## config.mk

```make
export PLATFORM = sky130hd
export DESIGN_NAME = kbd_event_fifo
export DESIGN_NICKNAME = d
export VERILOG_FILES = /design/src/rtl/kbd_event_fifo.sv
export SDC_FILE = /design/constraint.sdc
export NUM_CORES = 1
export LEC_CHECK = 0
export ABC_AREA = 0
export CELL_PAD_IN_SITES_DETAIL_PLACEMENT = 1
export CELL_PAD_IN_SITES_GLOBAL_PLACEMENT = 1
export CORE_AREA = 2 2 125 127
export CTS_BUF_LIST = sky130_fd_sc_hd__clkbuf_4 sky130_fd_sc_hd__clkbuf_8 sky130_fd_sc_hd__clkbuf_16
export CTS_CLUSTER_SIZE = 25
export DETAILED_ROUTE_END_ITERATION = 10
export DIE_AREA = 0 0 127 129
export PLACE_DENSITY_LB_ADDON = 0.1
export SYNTH_ARGS = -nofsm -noshare
export SYNTH_HDL_FRONTEND = slang
export SYNTH_SLANG_ARGS = --single-unit
```

## constraint.sdc

```tcl
create_clock -name axis_aclk_i -period 10.7 [get_ports axis_aclk_i]
set_input_delay 2.14 -clock axis_aclk_i [delete_from_list [all_inputs] [get_ports axis_aclk_i]]
set_output_delay 2.14 -clock axis_aclk_i [all_outputs]
set_load 0.01 [all_outputs]
```

## src/rtl/kbd_event_fifo.sv

```systemverilog
// kbd_event_fifo: turns a stream of PS/2 Set-2 scancode bytes into single key
// events {brk, ext, code}. An optional filter drops typematic repeat makes.
// Events are buffered in a show-ahead FIFO that drives an AXI-Stream master.
module kbd_event_fifo #(
  parameter int AXIS_DATA_WIDTH = 16,
  parameter int FIFO_DEPTH      = 16,
  parameter int FILTER_REPEAT   = 1
) (
  input  logic                         axis_aclk_i,
  input  logic                         axis_areset_i,
  input  logic                         ps2_code_new_i,
  input  logic [7:0]                   ps2_code_i,
  input  logic                         m_axis_tready_i,
  output logic                         m_axis_tvalid_o,
  output logic [AXIS_DATA_WIDTH-1:0]   m_axis_tdata_o,
  output logic [$clog2(FIFO_DEPTH):0]  fifo_level_o,
  output logic                         overflow_o,
  input  logic                         clear_overflow_i
);

  localparam int AW = $clog2(FIFO_DEPTH);
  localparam int PW = AW + 1;

  typedef enum logic [1:0] {ST_IDLE, ST_EXT, ST_BRK, ST_EXT_BRK} state_t;

  state_t          r_state;
  logic            w_is_e0;
  logic            w_is_f0;
  logic            w_is_err;
  logic            w_ext;
  logic            w_brk;
  logic            w_emit;
  logic            w_suppress;

  logic            r_vld_p1;
  logic [9:0]      r_evt_p1;

  logic [9:0]      r_mem [FIFO_DEPTH];
  logic [PW-1:0]   r_wptr;
  logic [PW-1:0]   r_rptr;
  logic [PW-1:0]   w_level;
  logic            w_empty;
  logic            w_full;
  logic            w_pop;
  logic            w_push;
  logic            w_drop;

  assign w_is_e0  = (ps2_code_i == 8'hE0);
  assign w_is_f0  = (ps2_code_i == 8'hF0);
  assign w_is_err = (ps2_code_i == 8'h00) || (ps2_code_i == 8'hFF);
  assign w_ext    = (r_state == ST_EXT) || (r_state == ST_EXT_BRK);
  assign w_brk    = (r_state == ST_BRK) || (r_state == ST_EXT_BRK);
  assign w_emit   = ps2_code_new_i && !w_is_e0 && !w_is_f0 && !w_is_err;

  // Prefix tracker: E0 restarts the sequence, F0 adds break, anything else ends it.
  always_ff @(posedge axis_aclk_i or posedge axis_areset_i) begin
    if (axis_areset_i) begin
      r_state <= ST_IDLE;
    end else if (ps2_code_new_i) begin
      if (w_is_e0) begin
        r_state <= ST_EXT;
      end else if (w_is_f0) begin
        case (r_state)
          ST_IDLE: r_state <= ST_BRK;
          ST_EXT:  r_state <= ST_EXT_BRK;
          default: r_state <= r_state;
        endcase
      end else begin
        r_state <= ST_IDLE;
      end
    end
  end

  generate
    if (FILTER_REPEAT != 0) begin : g_filt
      logic       r_last_vld;
      logic [8:0] r_last_key;
      logic       w_match;

      assign w_match    = r_last_vld && (r_last_key == {w_ext, ps2_code_i});
      assign w_suppress = w_emit && !w_brk && w_match;

      // Remembers whether the last accepted make is still held down.
      always_ff @(posedge axis_aclk_i or posedge axis_areset_i) begin
        if (axis_areset_i) begin
          r_last_vld <= 1'b0;
        end else if (w_emit) begin
          if (!w_brk && !w_match) begin
            r_last_vld <= 1'b1;
          end else if (w_brk && w_match) begin
            r_last_vld <= 1'b0;
          end
        end
      end

      // Key identity of the last accepted make; only meaningful while r_last_vld.
      always_ff @(posedge axis_aclk_i) begin
        if (w_emit && !w_brk && !w_match) begin
          r_last_key <= {w_ext, ps2_code_i};
        end
      end
    end else begin : g_nofilt
      assign w_suppress = 1'b0;
    end
  endgenerate

  // ---- stage p1: decoded event waiting one cycle for FIFO insertion ----
  // Pending-event valid flag.
  always_ff @(posedge axis_aclk_i or posedge axis_areset_i) begin
    if (axis_areset_i) begin
      r_vld_p1 <= 1'b0;
    end else begin
      r_vld_p1 <= w_emit && !w_suppress;
    end
  end

  // Pending-event payload {brk, ext, code}.
  always_ff @(posedge axis_aclk_i) begin
    if (w_emit) begin
      r_evt_p1 <= {w_brk, w_ext, ps2_code_i};
    end
  end

  // ---- FIFO: pointers one bit wider than the index so full/empty are distinct ----
  assign w_level = r_wptr - r_rptr;
  assign w_empty = (w_level == '0);
  assign w_full  = (w_level == PW'(FIFO_DEPTH));
  assign w_pop   = !w_empty && m_axis_tready_i;
  assign w_push  = r_vld_p1 && (!w_full || w_pop);
  assign w_drop  = r_vld_p1 && w_full && !w_pop;

  // Read/write pointer advance.
  always_ff @(posedge axis_aclk_i or posedge axis_areset_i) begin
    if (axis_areset_i) begin
      r_wptr <= '0;
      r_rptr <= '0;
    end else begin
      if (w_push) r_wptr <= r_wptr + PW'(1);
      if (w_pop)  r_rptr <= r_rptr + PW'(1);
    end
  end

  // Event storage write.
  always_ff @(posedge axis_aclk_i) begin
    if (w_push) begin
      r_mem[r_wptr[AW-1:0]] <= r_evt_p1;
    end
  end

  // Sticky overflow; a drop in the same cycle as a clear keeps it set.
  always_ff @(posedge axis_aclk_i or posedge axis_areset_i) begin
    if (axis_areset_i) begin
      overflow_o <= 1'b0;
    end else if (w_drop) begin
      overflow_o <= 1'b1;
    end else if (clear_overflow_i) begin
      overflow_o <= 1'b0;
    end
  end

  // Show-ahead head; forced to zero when nothing is queued.
  always_comb begin
    m_axis_tdata_o = '0;
    if (!w_empty) begin
      m_axis_tdata_o[9:0] = r_mem[r_rptr[AW-1:0]];
    end
  end

  assign m_axis_tvalid_o = !w_empty;
  assign fifo_level_o    = w_level;

endmodule

```

# Word-level counts from Yosys, hierarchy flattened
# Memories as Yosys holds them, arrays and structs flattened.
# Index checks and enable logic that the tools add are counted.
# totals
ff_bits,34
ram_bits,160
input_bits,13
out_inout_bits,23
memories,1
# memory_table
name,depth,word_bits,read_ports,rd_ports_with_merged_regs,write_ports,line_no,text
r_mem,16,10,1,0,1,38,logic [9:0] r_mem [FIFO_DEPTH];
# op_classes
addsub,3
eq_ne,9
muxes,10
reduce_logical,34
# op_table
op,n
$eq A8 B8 Y1 const B,3
$logic_and A1 B1 Y1,14
$add A5 B1 Y5 const B,2
$mux W10,1
$eq A9 B9 Y1,1
$logic_not A1 Y1,9
$logic_not A8 Y1,1
$mux W1,6
$eq A5 B5 Y1 const B,1
$logic_not A5 Y1,1
$sub A5 B5 Y5,1
$eq A2 B2 Y1 const B,2
$logic_or A1 B1 Y1,4
$mux W2,2
$ne A4 B2 Y1 const B,1
$pmux W2 S2,1
$reduce_and A2 Y1,2
$reduce_bool A2 Y1,2
$eq A2 B1 Y1 const B,1
$logic_not A2 Y1,1

# Logic depth before layout (Yosys ltp)
# logic_depth
ltp_word,9
mapped_depth,10
ltp_nobuf,8

# Worst setup path after synthesis
# No wires, ideal clock.
# synth_path
path_type,register to output
startpoint,register r_rptr[2]
endpoint,output port m_axis_tdata_o[2]
arrival_ps,2590
setup_slack_ps,5970
stages_incl_launch_ff,11
path_buffers,3
cell_sequence,dfrtp_1 > buf_2 > inv_1 > buf_2 > ha_1 > nand2_1 > o21ai_2 > mux2i_4 > nor2_2 > buf_6 > a211oi_1
# synth_via
elab_chain_cells,3
# synth_rtl
item,line_no,text
"start, declared",40,logic [PW-1:0] r_rptr;
"start signal, assigned",139,if (w_pop) r_rptr <= r_rptr + PW'(1);
$sub A5 B5 Y5,125,assign w_level = r_wptr - r_rptr;
$logic_not A5 Y1,126,assign w_empty = (w_level == '0);
$mux W10 *,164,if (!w_empty) begin
"end, declared",15,"output logic [AXIS_DATA_WIDTH-1:0] m_axis_tdata_o,"
# Mark *: on every way between the ends. The rest lies on a longest branch, timed or not.

# Worst setup path after layout
# layout_path
startpoint,register r_rptr[2]
endpoint,output port m_axis_tdata_o[9]
# Same word-level chain as after synthesis.

==> results.yml <==
status:
  status: "finished clean"
clock_tree:
  cts_htree_levels: 4
  post_cts.repair.setup_buffers: 0
  cts_hold_buffers: 0
  cts.repair.resized: 0
  cts_buffers: 17
  cts_tree: "yes"
  cts_max_path_buffers: 2
  clkSinkCount: 194
  clk_latency_ns: 0.43
  cts.reportedPaths.clkPinSlew_ns: 0.07
  cts_root_buf: "clkbuf_16"
worst_hold_path:
  hold_start: "r_state[1]$_DFFE_PP0P_"
  hold_class: "reg2reg"
setup_path:
  crit_buf_inv: 2
  cp.arrival_ns: 4.63
  cp_slowest_stage_delay_ns: 0.99
  reg2reg_from: "r_rptr[2]$_DFFE_PP0P_"
  startpoint: "r_rptr[2]$_DFFE_PP0P_"
  crit_slowest_cell: "dfrtp_1"
  cp-end-kind: "primary output"
  cp_cell_sequence: "inv_1, ha_1, nand2_1, o21ai_2, mux2i_4, nor2_2, a211oi_1, clkdlybuf4s50_1"
  critPathRequiredTime_ns: 8.56
  crit_family: "buffers and inverters"
  start_kind: "register"
  critPathKind: "reg2out"
  cp_max_fo: 23
grt:
  track_usage_pct: 22.0
  antenna_found_initial: 0
  grt_max_degree: 45
  grt-ovfl-total: 0
  grt_pass1_wl_microns: 25600
  grt_pass1_vias: 4335
synth:
  syn_inst: 433
  synth-seq-area-share_pct: 71.4
  synth_area_leader_cell: "edfxtp_1"
  synth_area_per_cell_sq_um: 18.6
  synth_edf_count: 179
  syn-cell-area_sq_um: 8060
  synth.top_cell.area_share_pct: 66.7
  ys_ff_latch: 194
  synth-main-ff-cell: "edfxtp_1"
  ys_top_cells_by_area: "edfxtp_1, mux4_2, dfrtp_1"
  async_flop_share_pct: 7.73
  synth.distinct_cells: 45
  ys_warn_count: 0
pwr:
  p_leak_uw: 0.00307
  peakVddDrop_v: 0.000150
  powerDensity_nw_per_um2: 284
timing:
  setup_tns_ns: 0
  clock_skew_ns: 0.00661
  max_slew_margin_pct: 27.1
  fin_ws_ns: 3.93
  setup_viol: 0
  fin_crit_sh_pct: 63.2
  rsz0062_at_grt: "false"
  max_freq_mhz: 148
  timing_max_transition_violations_final: 0
  fin_crit_ns: 6.77
  hold_violations: 0
  worst_slew_pin_slew_ns: 1.09
detailed_routing:
  drc: 0
  avgViaCountPerCell: 5.89
  drt-total-wl_microns: 16200
  drt_iter0_drc: 316
  ant_nets: 0
  num_vias: 3967
  first_pass_iters: 4
  wl_per_cell_microns: 24.1
floorplan:
  die_y_microns: 129
  io_pins: 36
  coreArea_sq_um: 15000
  dieWidth_microns: 127
  rows: 45
  initial_core_util_pct: 53.8
  dieArea_sq_um: 16400
layout:
  final_common_cell: "edfxtp_1"
  num_antenna_cells: 0
  drive_gt1_share_pct: 22.1
  final_nets: 497
  final_cell_mix: "edfxtp_1, mux4_2, nand2_1, clkdlybuf4s50_1, clkbuf_16"
  syn2layout_area_growth_pct: 13.1
place:
  dp_slack_ns: 4.28
  dpl.hpwl_microns: 10700
  gp_routability_congestion: 0.770
  io_buffers: 29
job:
  drv_cap: 0
## cell usage after synthesis (2+ instances only)
cell        n
ha_1       10
buf_6       3
mux4_2     40
clkbuf_1    8
nand2_1    30
buf_1       2
edfxtp_1  179
nor3_1     12
nand4_1     2
mux2_1      2
mux2i_1    10
mux2i_4     2
nand2b_1    3
o21ai_0     4
nand3_1     2
buf_2       6
a211oi_1    3
buf_4       8
a211oi_2    7
dfrtp_1    15
inv_1      14
and3_1     13
xor2_1     10
nor2_1     10
nor4_1      6
xnor2_1    10
o21ai_2     2
a21oi_2     2
a21oi_1     2
## metal layers
metal | GRT usage (%) | wire length (microns) | vias to the layer above
li1 | - | - | 1766
met4 | 8.66 | 289 | 0
met2 | 37.2 | 8470 | 95
met3 | 4.07 | 697 | 24
met5 | 0 | 0 | -
met1 | 28.6 | 6780 | 2082
## stage by stage
| step | power, uW | hold WS, ns | util (%) | area (sq um) | cells |
|---|---|---|---|---|---|
| 2_1_floorplan | 1670 | 0.465 | - | 8080 | 438 |
| 3_3_place_gp | 2000 | 0.465 | 57.2 | 8560 | 642 |
| 3_5_place_dp | 2020 | 0.462 | 57.2 | 8560 | 642 |
| 4_1_cts | 2630 | 0.478 | 60.9 | 9120 | 673 |
| 5_1_grt | 2730 | 0.490 | 60.9 | 9120 | 673 |
| 6_report | 2590 | 0.482 | 60.9 | 9120 | 673 |
## final timing paths
path	to	slack, ns	depth (start not counted)
setup reg to reg	r_mem[11][2]$_DFFE_PP_	6.27	7
setup / recovery	m_axis_tdata_o[9]	3.93	8
hold / removal	r_evt_p1[9]$_DFFE_PP_	0.48	0
min in group asynchronous	r_state[0]$_DFFE_PP0P_	2.10	2
max in group asynchronous	r_rptr[0]$_DFFE_PP0P_	8.16	2
hold reg to reg	r_evt_p1[9]$_DFFE_PP_	0.48	0
## state kept, by name, indices dropped and copies added, names as in the netlist
| register | cells |
|---|---|
| r_evt_p1 | 10 |
| overflow_o | 1 |
| g_filt.r_last_vld | 1 |
| r_state | 2 |
| g_filt.r_last_key | 9 |
| r_rptr | 5 |
| r_mem | 160 |
| r_vld_p1 | 1 |
| r_wptr | 5 |
## report_power, final
part | total [uW] | leakage, uW | internal [uW] | switching, uW
sequential | 1010 | 0.00181 | 926 | 84.2
clock | 598 | 0.000265 | 322 | 276
combinational | 980 | 0.000995 | 474 | 506
total | 2590 | 0.00307 | 1720 | 866
## area by class of cell
type,count,area (sq um)
clock buffer,17,425
clock inverter,14,131
fill,1296,5860
inverter,14,52.6
multi-input combinational,203,2130
sequential,194,5750
tap,188,235
timing repair buffer,43,395
## cells by family after synthesis
kind of cell / synth area share [%]
mux: 13.4
simple gates: 5.42
compound gates: 2.95
xor+xnor: 2.38
fa+ha+maj: 1.80
other cells: 0.0465
buf+inv: 2.65
flops: 71.4
Note: power is estimated with default switching activity, not from simulation.
